[config.mk]
export PLATFORM = sky130hd
export DESIGN_NAME = spi_register_master
export DESIGN_NICKNAME = d
export VERILOG_FILES = /design/src/rtl/spi_register_master_pkg.sv /design/src/rtl/spi_register_master_synchronizer.sv /design/src/rtl/spi_register_master.sv
export SDC_FILE = /design/constraint.sdc
export NUM_CORES = 1
export LEC_CHECK = 0
export CAP_MARGIN = 5
export CORE_MARGIN = 4
export CORE_UTILIZATION = 50
export DETAILED_ROUTE_END_ITERATION = 16
export GPL_TIMING_DRIVEN = 0
export PLACE_DENSITY = 0.86
export SLEW_MARGIN = 20
export SYNTH_ARGS = -nofsm -noshare
export SYNTH_HDL_FRONTEND = slang
export SYNTH_SLANG_ARGS = --single-unit
export TNS_END_PERCENT = 20
[constraint.sdc]
create_clock -name clk -period 2 [get_ports clk]
set_input_delay 0.6 -clock clk [delete_from_list [all_inputs] [get_ports clk]]
set_output_delay 0.6 -clock clk [all_outputs]
set_load 0.005 [all_outputs]
[src/rtl/spi_register_master_pkg.sv]
// Shared constants, state encoding and frame helper for the SPI register master.
// Latency: none (declarations only).
// Backpressure: not applicable.
package spi_register_master_pkg;

  localparam int SPI_FRAME_BITS = 16;
  localparam int SPI_READ_BIT   = 15;

  typedef enum logic [2:0] {
    ST_IDLE  = 3'd0,
    ST_SETUP = 3'd1,
    ST_SHIFT = 3'd2,
    ST_HOLD  = 3'd3,
    ST_GAP   = 3'd4
  } spi_state_t;

  // Analyzer register map
  localparam logic [6:0] REG_ACQ_CTRL = 7'h00;  // bit0 acquisition enable, bit1 acquisition reset
  localparam logic [6:0] REG_CLK_SEL  = 7'h01;  // sample clock source select
  localparam logic [6:0] REG_CLK_DIV  = 7'h02;  // sample clock divisor
  localparam logic [6:0] REG_CH_EN    = 7'h03;  // channel enable mask

  // Wire frame: read flag, 7-bit address, data byte (zero for reads)
  function automatic logic [SPI_FRAME_BITS-1:0] spi_build_frame(
    input logic       rd,
    input logic [6:0] addr,
    input logic [7:0] wdata
  );
    return {rd, addr, (rd ? 8'h00 : wdata)};
  endfunction

endpackage

[src/rtl/spi_register_master_synchronizer.sv]
// Two-flop synchronizer for signals arriving asynchronously to clk.
// Latency: 2 clk cycles from d to q.
// Backpressure: none; samples every cycle.
module synchronizer #(
  parameter int WIDTH = 1
) (
  input  logic             clk,
  input  logic             rst,
  input  logic [WIDTH-1:0] d,
  output logic [WIDTH-1:0] q
);

  logic [WIDTH-1:0] meta;

  // Two back-to-back flops so a metastable first stage has a full cycle to resolve
  always_ff @(posedge clk or posedge rst) begin
    if (rst) begin
      meta <= '0;
      q    <= '0;
    end else begin
      meta <= d;
      q    <= meta;
    end
  end

endmodule

[src/rtl/spi_register_master.sv]
// SPI mode-0 master issuing one 16-bit register read/write frame per accepted command.
// Latency: rsp_valid 1+34*HALF cycles after acceptance; ready again at 1+35*HALF.
// Backpressure: cmd_ready stays low for the whole frame; a held cmd_valid waits, never drops.
module spi_register_master
  import spi_register_master_pkg::*;
#(
  parameter int HALF = 4  // sclk half-period in clk cycles, legal 4..255
) (
  input  logic       clk,
  input  logic       rst,
  input  logic       cmd_valid,
  output logic       cmd_ready,
  input  logic       cmd_read,
  input  logic [6:0] cmd_addr,
  input  logic [7:0] cmd_wdata,
  output logic       rsp_valid,
  output logic [7:0] rsp_rdata,
  output logic       ss,
  output logic       sclk,
  output logic       mosi,
  input  logic       miso
);

  localparam logic [7:0] HALF_LAST = 8'(HALF - 1);

  spi_state_t                  state;
  logic [7:0]                  half_cnt;
  logic [3:0]                  bit_cnt;
  // Bits still to be sent after the one currently on mosi
  logic [SPI_FRAME_BITS-2:0]   tx_shift;
  // Only the data-phase byte is kept; command-phase miso bits shift out the top
  logic [7:0]                  rx_shift;
  logic [SPI_FRAME_BITS-1:0]   frame;
  logic                        miso_sync;
  logic                        half_done;

  assign half_done = (half_cnt == HALF_LAST);

  // Frame as it would be latched if the current command were accepted this cycle
  always_comb begin
    frame = spi_build_frame(cmd_read, cmd_addr, cmd_wdata);
  end

  synchronizer #(.WIDTH(1)) u_miso_sync (
    .clk (clk),
    .rst (rst),
    .d   (miso),
    .q   (miso_sync)
  );

  // Transaction FSM; every output is registered and set on the transition into its state
  always_ff @(posedge clk or posedge rst) begin
    if (rst) begin
      state     <= ST_IDLE;
      half_cnt  <= '0;
      bit_cnt   <= '0;
      tx_shift  <= '0;
      rx_shift  <= '0;
      cmd_ready <= 1'b1;
      rsp_valid <= 1'b0;
      rsp_rdata <= '0;
      ss        <= 1'b1;
      sclk      <= 1'b0;
      mosi      <= 1'b0;
    end else begin
      rsp_valid <= 1'b0;
      case (state)
        ST_IDLE: begin
          if (cmd_valid && cmd_ready) begin
            tx_shift  <= frame[SPI_FRAME_BITS-2:0];
            mosi      <= frame[SPI_READ_BIT];
            ss        <= 1'b0;
            sclk      <= 1'b0;
            cmd_ready <= 1'b0;
            half_cnt  <= '0;
            bit_cnt   <= 4'(SPI_FRAME_BITS - 1);
            state     <= ST_SETUP;
          end
        end

        ST_SETUP: begin
          if (half_done) begin
            half_cnt <= '0;
            state    <= ST_SHIFT;
          end else begin
            half_cnt <= half_cnt + 8'd1;
          end
        end

        ST_SHIFT: begin
          if (!half_done) begin
            half_cnt <= half_cnt + 8'd1;
          end else begin
            half_cnt <= '0;
            if (!sclk) begin
              sclk <= 1'b1;
            end else begin
              // End of the high phase: sample, then fall and present the next bit
              sclk     <= 1'b0;
              rx_shift <= {rx_shift[6:0], miso_sync};
              if (bit_cnt == 4'd0) begin
                state <= ST_HOLD;
              end else begin
                bit_cnt  <= bit_cnt - 4'd1;
                mosi     <= tx_shift[SPI_FRAME_BITS-2];
                tx_shift <= {tx_shift[SPI_FRAME_BITS-3:0], 1'b0};
              end
            end
          end
        end

        ST_HOLD: begin
          if (half_done) begin
            half_cnt  <= '0;
            ss        <= 1'b1;
            mosi      <= 1'b0;
            rsp_valid <= 1'b1;
            rsp_rdata <= rx_shift;
            state     <= ST_GAP;
          end else begin
            half_cnt <= half_cnt + 8'd1;
          end
        end

        ST_GAP: begin
          if (half_done) begin
            half_cnt  <= '0;
            cmd_ready <= 1'b1;
            state     <= ST_IDLE;
          end else begin
            half_cnt <= half_cnt + 8'd1;
          end
        end

        default: begin
          state     <= ST_IDLE;
          cmd_ready <= 1'b1;
          ss        <= 1'b1;
          sclk      <= 1'b0;
        end
      endcase
    end
  end

endmodule

==> results.toml, run 1 <==
[status]
status = "complete, but fails checks"
failed_checks = "setup timing"

[drt]
drt_first_pass_iters = 4
antenna_left = 0
wl_per_cell_microns = 17.2
routed_via_density = 5.81
drc_errors = 0
drtIter0Drc = 181
num_vias = 2098
wirelength_mm = 6.22

[sta]
finalCritPeriodShare_pct = 103
finalHoldViolations = 0
fin_ws_ns = -0.0565
fmax_ghz = 0.486
final.min_clock_period_ns = 2.06
fin_skew_ns = 0.00942
max_slew_margin_pct = 55.1
finalSetupTns_ns = -0.640
maxSlewViolCount = 0
setup_viol = 18
grt_setup_unrepaired = "yes"
worst_pin_slew_ns = 0.672

[yosys]
synth_fp_nets = 254
synth_top_area_share_pct = 47.8
synth_edf_count = 0
yosys.area.top_type = "dfrtp_1"
synth_cells = 232
syn_area_sq_um = 2670
synthTopCellsByArea = "dfrtp_1 48%, mux2_2 14%, mux2_4 4.5%"
synth.distinct_cells = 50
synth_area_per_cell_sq_um = 11.5
synth_ff_type = "dfrtp_1"
synth-warning-count = 0
seq_area_frac_synth_pct = 49.8
synth_seq_cells = 53
async_flop_share_pct = 100

[power_and_ir_drop]
power.leakage_nw = 1.62
p_seq_share_pct = 41.5
ir_drop_v = 0.000659
combPwrFrac_pct = 35.7
p_sw_w = 0.00118
swShare_pct = 31.7
power.internal_w = 0.00254
p_clk_share_pct = 22.8
p_per_area_nw_per_um2 = 1050

[layout]
drive_gt1_share_pct = 33.7
nets = 312
stdcell_count = 361
area_growth_pct = 32.6
layout_commonest_cell = "dfrtp_1"
layout_common_cells = "50 x dfrtp_1, 30 x clkdlybuf4s50_1, 23 x mux2_4"
diodes = 0

[worst_setup_path]
critPathMaxFanout = 5
arrival_ns = 2.25
required_ns = 2.20
worstSetupPathType = "reg -> reg"
worstSetupStartpointType = "flop"
cp-end-kind = "flop"
r2r_slack_ns = -0.06

[floorplanning]
initial_core_util_pct = 51.9
fp.dieW_microns = 81.0
core_sq_um = 5140
fp.dieH_microns = 81.0
num_rows = 26
ioPinCount = 33
die-area_sq_um = 6570

[job]
maxCapViolCount = 0

[clocking]
cts_buffer_depth = 2
root_buffer = "clkbuf_8"
clkTransAtPathRegs_ns = 0.09
cts.sinks = 53
clock_latency_ns = 0.31
cts_tree = "yes"
cts_buffers = 5
htree_levels = 2

[global_route]
antenna_found_initial = 0
grt_pass1_wl_mm = 9.11
grt-ovfl-total = 0
grt.total_usage_pct = 17.7
grt_pass1_vias = 1999
grt_max_degree = 31

[placement]
port_buffers = 32
dp_hpwl_mm = 3.51
gp_congestion = 0.802
dp.cells = 335

[worst_hold_path]
hold_path_class = "reg -> reg"
[cells in the mapped netlist, types with 2 or more instances]
cell,n
a31oi_1,4
nand3_1,6
buf_2,2
mux2_2,33
o21ai_0,12
a211oi_1,2
nor2_1,11
or3_1,3
nand2b_1,8
nor3b_1,3
dfstp_2,2
ha_1,2
buf_6,2
and3_2,2
dfrtp_1,51
a221oi_1,3
mux2_4,8
inv_1,7
nand4_1,4
xor2_1,5
and2_1,2
nand2_1,20
a21oi_1,8
clkbuf_1,6
[layer usage]
layer / GRT usage, % / part of all wire (%) / vias up
li1: - / - / 949
met1: 22.4 / 42 / 1056
met2: 29.1 / 51 / 81
met3: 4.32 / 5.0 / 12
met4: 7.26 / 1.7 / 0
met5: 0 / 0 / -
[sequential cells by signal, summed over array words and instances (netlist names)]
register / cells
u_miso_sync.meta: 1
state: 3
sclk: 1
mosi: 1
rsp_rdata: 8
tx_shift: 15
half_cnt: 8
u_miso_sync.q: 1
rsp_valid: 1
rx_shift: 8
ss: 1
bit_cnt: 4
cmd_ready: 1
[cell families (layout without fill, tap and decap cells)]
kind of cell | after synthesis | after routing | share of synthesized area (%)
AOI/OAI and AO/OA | 41 | 41 | 10.2
muxes | 41 | 41 | 18.4
and+or+nand+nor | 71 | 71 | 15.3
DFF | 53 | 53 | 49.8
xor gates and xnor gates | 6 | 6 | 1.97
adders and majority gates | 2 | 2 | 0.938
buffers and inverters | 18 | 77 | 3.33
[final timing paths]
check,from,end,cells after the start
setup / recovery,half_cnt[1]$_DFFE_PP0P_,tx_shift[3]$_DFFE_PP0P_,8
hold / removal,u_miso_sync.meta$_DFF_PP0_,u_miso_sync.q$_DFF_PP0_,0
setup reg to reg,half_cnt[1]$_DFFE_PP0P_,tx_shift[3]$_DFFE_PP0P_,8
hold reg to reg,u_miso_sync.meta$_DFF_PP0_,u_miso_sync.q$_DFF_PP0_,0
max in group asynchronous,rst,bit_cnt[1]$_DFFE_PP0P_,3
min in group asynchronous,rst,rsp_rdata[7]$_DFFE_PP0P_,2
[area by class of cell]
class	count	area, sq um
clock buffer	5	68.8
inverter	7	26.3
buffer	9	65.1
sequential	53	1330
clock inverter	3	65.1
multi-input combinational	161	1370
fill	384	1600
tap	70	87.6
timing repair buffer	53	528
[power groups by stage]
stage	Clock [W]	Combinational (W)	Sequential, W
2_1_floorplan	0	0.000765	0.00148
3_3_place_gp	0	0.000961	0.00151
3_5_place_dp	0	0.00101	0.00153
4_1_cts	0.000856	0.00110	0.00151
5_1_grt	0.000907	0.00143	0.00157
6_report	0.000846	0.00133	0.00154
[critical path: stages (launching register included)]
cell and delay [ns]:
dfrtp_1 0.43, ha_4 0.16, nor4b_4 0.21, buf_4 0.15, nand4b_1 0.16, a21boi_2 0.23
buf_6 0.17, clkbuf_16 0.15, mux2_4 0.29
[what timing repair did]
action | CTS | global route
resized for setup | 5 | 32
pin swaps | 2 | 3
setup endpoints to repair | 44 | 43
buffers inserted | 11 | 8
cloned | 0 | 1
hold buffers | 0 | 0
[stage by stage]
stage	hold slack [ns]	setup WS (ns)	total power (W)	area, sq um	utilization [%]
floorplan	0.331	-0.0987	0.00225	2670	-
global placement	0.335	-0.827	0.00247	3080	59.9
detailed placement	0.343	-0.655	0.00254	3110	60.4
CTS	0.364	0.00823	0.00347	3340	65.1
global route	0.375	-0.124	0.00391	3540	68.8
finish	0.360	-0.0565	0.00372	3540	68.8
Power figures use the tool's default switching activity.
==> run 2: changes to the inputs <==
--- a/config.mk
+++ b/config.mk
@@ -7,10 +7,11 @@
 export LEC_CHECK = 0
 export CAP_MARGIN = 5
 export CORE_MARGIN = 4
-export CORE_UTILIZATION = 50
+export CORE_UTILIZATION = 55
 export DETAILED_ROUTE_END_ITERATION = 16
 export GPL_TIMING_DRIVEN = 0
-export PLACE_DENSITY = 0.86
+export MAX_ROUTING_LAYER = met4
+export PLACE_DENSITY = 0.89
 export SLEW_MARGIN = 20
 export SYNTH_ARGS = -nofsm -noshare
 export SYNTH_HDL_FRONTEND = slang
==> constraint.sdc (replaced) <==
create_clock -name clk -period 1.9 [get_ports clk]
set_input_delay 0.57 -clock clk [delete_from_list [all_inputs] [get_ports clk]]
set_output_delay 0.57 -clock clk [all_outputs]
set_load 0.005 [all_outputs]
==> run 2 against run 1 <==
The flow still finishes with violations (setup timing). Critical path depth unchanged. Flip-flop and latch count unchanged. Sequential share of layout area up 0.53 points. Die area down 8.2%. First-iteration DRC count up 18%. Via count up 2.2%. Sequential power up 6%. Register-to-register slack worse by 0.13 ns. Critical endpoint is now tx_shift[4]$_DFFE_PP0P_. Largest cell class unchanged. Highest routed layer unchanged.
==> results.toml, run 2 (same netlist as run 1, synthesis figures left out) <==
[worst_setup_path]
r2r_cells = 8
r2r-start = "half_cnt[0]$_DFFE_PP0P_"
critPathMaxFanout = 5
required_ns = 2.11
path_cells = "ha_4 > nor4b_4 > buf_4 > nand4b_1 > a21boi_1 > buf_4 > buf_8 > mux2_4"
cp-end-kind = "flop"
r2r-end = "tx_shift[4]$_DFFE_PP0P_"
crit_slowest_cell = "dfrtp_1"
worst_path_most_repeated_cell = "buf_4"
arrival_ns = 2.29
critPathLaunch = "half_cnt[0]$_DFFE_PP0P_"
critPathMaxStageDelay_ns = 0.42
worstSetupStartpointType = "flop"
r2r_slack_ns = -0.19
worstSetupPathType = "reg -> reg"

[sta]
fmax_ghz = 0.480
maxSlewViolCount = 0
finalHoldViolations = 0
setup_viol = 27
hold-worst-slack_ns = 0.369
grt_setup_unrepaired = "yes"
fin_ws_ns = -0.185
worst_pin_slew_ns = 0.460
fin_skew_ns = 0.0146
final.min_clock_period_ns = 2.09
finalCritPeriodShare_pct = 110
max_slew_margin_pct = 69.3

[layout]
layout_common_cells = "48 x dfrtp_1, 29 x clkdlybuf4s50_1, 21 x mux2_4"
fillCellCount = 286
layout_commonest_cell = "dfrtp_1"
top_register = "tx_shift"
area_growth_pct = 31.0
nets = 313
final_area_sq_um = 3490
largest_reg_flops = 15
drive_gt1_share_pct = 34.6
diodes = 0

[floorplanning]
die-area_sq_um = 6030
num_rows = 25
initial_core_util_pct = 56.5
ioPinCount = 33
fp.dieH_microns = 77.6
core_sq_um = 4720
fp.dieW_microns = 77.6

[clocking]
cts.sinks = 53
clkTransAtPathRegs_ns = 0.11
cts_buffer_depth = 2
root_buffer = "clkbuf_8"
cts_buffers = 5
clock_latency_ns = 0.33
cts_hold_buf = 0
cts_tree = "yes"
htree_levels = 2

[power_and_ir_drop]
p_per_area_nw_per_um2 = 1070
power.leakage_nw = 1.59
ir_drop_v = 0.000615

[worst_hold_path]
worstHoldStart = "u_miso_sync.meta$_DFF_PP0_"
hold_depth = 0
hold_end = "u_miso_sync.q$_DFF_PP0_"
hold_path_class = "reg -> reg"

[global_route]
grt_pass1_wl_mm = 9.76
grt_max_degree = 37
grt_pass1_vias = 2056
grt-ovfl-total = 0
grt.total_usage_pct = 20.9
antenna_found_initial = 0

[status]
status = "complete, but fails checks"
failed_checks = "setup timing"

[drt]
num_vias = 2145
antenna_left = 0
drtIter0Drc = 214
drt_first_pass_iters = 6
routed_via_density = 5.97
wirelength_mm = 6.41
wl_per_cell_microns = 17.8
drc_errors = 0

[placement]
port_buffers = 32
place_ws_ns = -0.708
dp_hpwl_mm = 3.59
gp_congestion = 0.898
dpl_cell_area_sq_um = 3090

[job]
maxCapViolCount = 0
run 2: changes by cell type in the layout (fill, tap and decap cells not counted), moves of 2 or more:
cell | previous run | this run
buf_4 | 16 | 18
bufinv_16 | 2 | 0
dfrtp_1 | 50 | 48
dfrtp_2 | 1 | 3
dlygate4sd2_1 | 1 | 3
mux2_2 | 18 | 20
mux2_4 | 23 | 21
run 2: worst max-delay path by stage:
stage | end | slack, ns
2_1_floorplan | tx_shift[0]$_DFFE_PP0P_ | -0.20
3_3_place_gp | half_cnt[0]$_DFFE_PP0P_ | -0.87
3_5_place_dp | tx_shift[2]$_DFFE_PP0P_ | -0.71
4_1_cts | tx_shift[1]$_DFFE_PP0P_ | -0.05
5_1_grt | bit_cnt[0]$_DFFE_PP0P_ | -0.24
6_report | tx_shift[4]$_DFFE_PP0P_ | -0.19
run 2: worst max-delay path: cells and delay by family (launching register included):
family	cells	cell delay (ns)
buffers and inverters	3	0.51
DFF	1	0.42
and+or+nand+nor	2	0.36
muxes	1	0.31
AOI/OAI and AO/OA	1	0.22
adders and majority gates	1	0.16
run 2: repair_timing:
item | 4_1_cts | 5_1_grt
cloned | 1 | 1
endpoints found under the setup margin | 49 | 43
hold endpoints to repair | 0 | 0
setup buffers | 15 | 3
resized for setup | 19 | 20
pin swaps | 2 | 2
run 2: final cells by class:
class	count	area (sq um)	share of cell area, %
plain buffers	10	70.1	2.01
clock buffers	5	68.8	1.97
clock inverters	3	28.8	0.824
inverters	7	26.3	0.752
multi-input cells	161	1370	39.1
flip-flops and latches	53	1330	38.1
well taps	67	83.8	2.40
repair buffers	53	515	14.8
run 2: layer usage:
metal | part of all wire, % | vias up | wire length (microns) | GRT usage [%]
met5 | 0 | - | 0 | -
met4 | 3.1 | 0 | 198 | 6.94
met3 | 6.3 | 23 | 403 | 3.94
met2 | 51 | 123 | 3260 | 36.2
met1 | 40 | 1047 | 2540 | 24.4
li1 | - | 952 | - | -
run 2: through the flow:
stage | TNS, ns | utilization [%] | total power, W | instances
after floorplan | -3.42 | - | 0.00236 | 232
after global placement | -63.11 | 65.1 | 0.00260 | 331
after detailed placement | -19.33 | 65.5 | 0.00267 | 332
after CTS | -0.552 | 71.2 | 0.00348 | 355
after global routing | -5.44 | 74.0 | 0.00392 | 359
final | -3.40 | 74.0 | 0.00372 | 359
run 2: power breakdown:
group	internal (W)	switching [W]	total [W]	leakage, nW
Sequential	0.00139	0.000234	0.00163	0.677
Combinational	0.000752	0.000642	0.00139	0.865
Clock	0.000277	0.000425	0.000702	0.0506
Total	0.00242	0.00130	0.00372	1.59
==> run 3: changes to the inputs <==
--- a/config.mk
+++ b/config.mk
@@ -7,11 +7,11 @@
 export LEC_CHECK = 0
 export CAP_MARGIN = 5
 export CORE_MARGIN = 4
-export CORE_UTILIZATION = 55
+export CORE_UTILIZATION = 50
 export DETAILED_ROUTE_END_ITERATION = 16
 export GPL_TIMING_DRIVEN = 0
 export MAX_ROUTING_LAYER = met4
-export PLACE_DENSITY = 0.89
+export PLACE_DENSITY = 0.86
 export SLEW_MARGIN = 20
 export SYNTH_ARGS = -nofsm -noshare
 export SYNTH_HDL_FRONTEND = slang
==> constraint.sdc (replaced) <==
create_clock -name clk -period 1.7 [get_ports clk]
set_input_delay 0.255 -clock clk [delete_from_list [all_inputs] [get_ports clk]]
set_output_delay 0.255 -clock clk [all_outputs]
set_load 0.005 [all_outputs]
==> run 3 against run 2 <==
Global-route usage fell by 0.78 points. The run still ends with setup timing left. Die area increased by 9.0%. Clock power is 44% higher. Clock-buffer cell count stayed put. Design area increased by 2.8%. Non-clock buffer count fell by 1. First-iteration DRC count up 25%.
==> results.toml, run 3 (same netlist as run 1, synthesis figures left out) <==
[worst_setup_path]
path_cells = "ha_4 > nor4b_4 > buf_4 > nand2_4 > or3_4 > buf_6 > mux2_4"
worstSetupStartpointType = "flop"
path_buf_inv = 2
crit_slowest_cell = "dfrtp_1"
critPathMaxStageDelay_ns = 0.43
arrival_ns = 2.23
required_ns = 1.90
crit_family = "simple AND/OR/NAND/NOR gates"
cp-end-kind = "flop"
worstSetupPathType = "reg -> reg"
critPathMaxFanout = 10

[sta]
fmax_ghz = 0.493
setup_viol = 47
maxSlewViolCount = 0
hold-worst-slack_ns = 0.359
worst_pin_slew_ns = 0.676
finalSetupTns_ns = -10.38
final.min_clock_period_ns = 2.03
fin_ws_ns = -0.330
fin_skew_ns = 0.00625
finalHoldViolations = 0
finalCritPeriodShare_pct = 119
max_slew_margin_pct = 54.9
grt_setup_unrepaired = "yes"

[floorplanning]
fp.dieH_microns = 81.0
ioPinCount = 33
num_rows = 26
core_sq_um = 5140
die-area_sq_um = 6570
fp.dieW_microns = 81.0
initial_core_util_pct = 51.9

[global_route]
grt_pass1_vias = 2046
grt_max_degree = 31
grt-ovfl-total = 0
grt_pass1_wl_mm = 9.90
antenna_found_initial = 0
grt.total_usage_pct = 20.1

[clocking]
cts_buffers = 5
root_buffer = "clkbuf_8"
clock_latency_ns = 0.31
cts_hold_buf = 0
cts_buffer_depth = 2
cts_tree = "yes"
htree_levels = 2
cts.sinks = 53
clkTransAtPathRegs_ns = 0.10

[drt]
maxUsedRoutingLayer = "met4"
num_vias = 2142
routed_via_density = 5.93
drt_first_pass_iters = 5
drtIter0Drc = 267
routed-wl-met3_microns = 383
wirelength_mm = 6.73
drc_errors = 0
m1WireLength_mm = 2.82
antenna_left = 0
route.met2.wl_mm = 3.31
wl_per_cell_microns = 18.6

[layout]
layout_commonest_cell = "dfrtp_1"
largest_reg_flops = 15
top_register = "tx_shift"
drive_gt1_share_pct = 36.4
layout_common_cells = "48 x dfrtp_1, 31 x clkdlybuf4s50_1, 25 x mux2_4"
nets = 312
stdcell_count = 361
area_growth_pct = 34.6
diodes = 0

[power_and_ir_drop]
swShare_pct = 32.7
combPwrFrac_pct = 37.1
p_per_area_nw_per_um2 = 1260
power.leakage_nw = 1.63
power_w = 0.00452
p_seq_share_pct = 40.7
p_sw_w = 0.00148
ir_drop_v = 0.000707
p_clk_share_pct = 22.2
power.internal_w = 0.00304

[placement]
port_buffers = 32
gp_congestion = 0.814
dp.cells = 335
place_ws_ns = -0.673
dp_hpwl_mm = 3.51

[worst_hold_path]
hold_path_class = "in -> async"

[status]
failed_checks = "setup timing"
status = "complete, but fails checks"

[job]
maxCapViolCount = 0
run 3: changes by cell type in the layout (fill, tap and decap cells not counted), moves of 3 or more:
cell / previous run / this run
mux2_2: 20 / 16
buf_6: 4 / 8
dlygate4sd2_1: 3 / 0
buf_4: 18 / 14
mux2_4: 21 / 25
run 3: per-stage QoR:
stage / instance area (sq um) / util (%)
final: 3590 / 69.9
after global routing: 3590 / 69.9
after CTS: 3450 / 67.2
after detailed placement: 3110 / 60.4
after global placement: 3080 / 59.9
after floorplan: 2670 / -
run 3: area by class of cell:
class / instances / area [sq um]
clock inverter: 3 / 65.1
sequential: 53 / 1330
clock buffer: 5 / 68.8
fill: 370 / 1550
tap: 70 / 87.6
timing repair buffer: 51 / 526
buffer: 11 / 91.3
inverter: 7 / 26.3
multi-input combinational: 161 / 1390
run 3: per-layer routing:
metal	GRT usage [%]	vias up
met5	-	-
met2	33.1	103
met4	6.42	0
li1	-	951
met1	25.4	1060
met3	3.55	28
run 3: timing repair:
item	CTS	global route
setup endpoints to repair	50	51
endpoints found under the hold margin	0	0
cloned	1	1
resized for setup	29	29
buffers inserted	14	2
pin swaps	8	4
run 3: final timing paths:
path / startpoint / end / slack [ns] / cells past startpoint
max: half_cnt[0]$_DFFE_PP0P_ / rsp_rdata[0]$_DFFE_PP0P_ / -0.33 / 7
min: rst / rsp_rdata[7]$_DFFE_PP0P_ / 0.36 / 2
max reg2reg: half_cnt[0]$_DFFE_PP0P_ / rsp_rdata[0]$_DFFE_PP0P_ / -0.33 / 7
min reg2reg: u_miso_sync.meta$_DFF_PP0_ / u_miso_sync.q$_DFF_PP0_ / 0.36 / 0
max in group asynchronous: rst / rx_shift[1]$_DFFE_PP0P_ / 0.79 / 3
min in group clk: u_miso_sync.meta$_DFF_PP0_ / u_miso_sync.q$_DFF_PP0_ / 0.36 / 0
run 3: power groups by stage:
stage / Combinational [W] / Sequential [W] / Clock, W
finish: 0.00168 / 0.00184 / 0.00101
global route: 0.00179 / 0.00188 / 0.00107
CTS: 0.00140 / 0.00180 / 0.00101
detailed placement: 0.00118 / 0.00180 / 0
global placement: 0.00113 / 0.00178 / 0
floorplan: 0.000900 / 0.00174 / 0
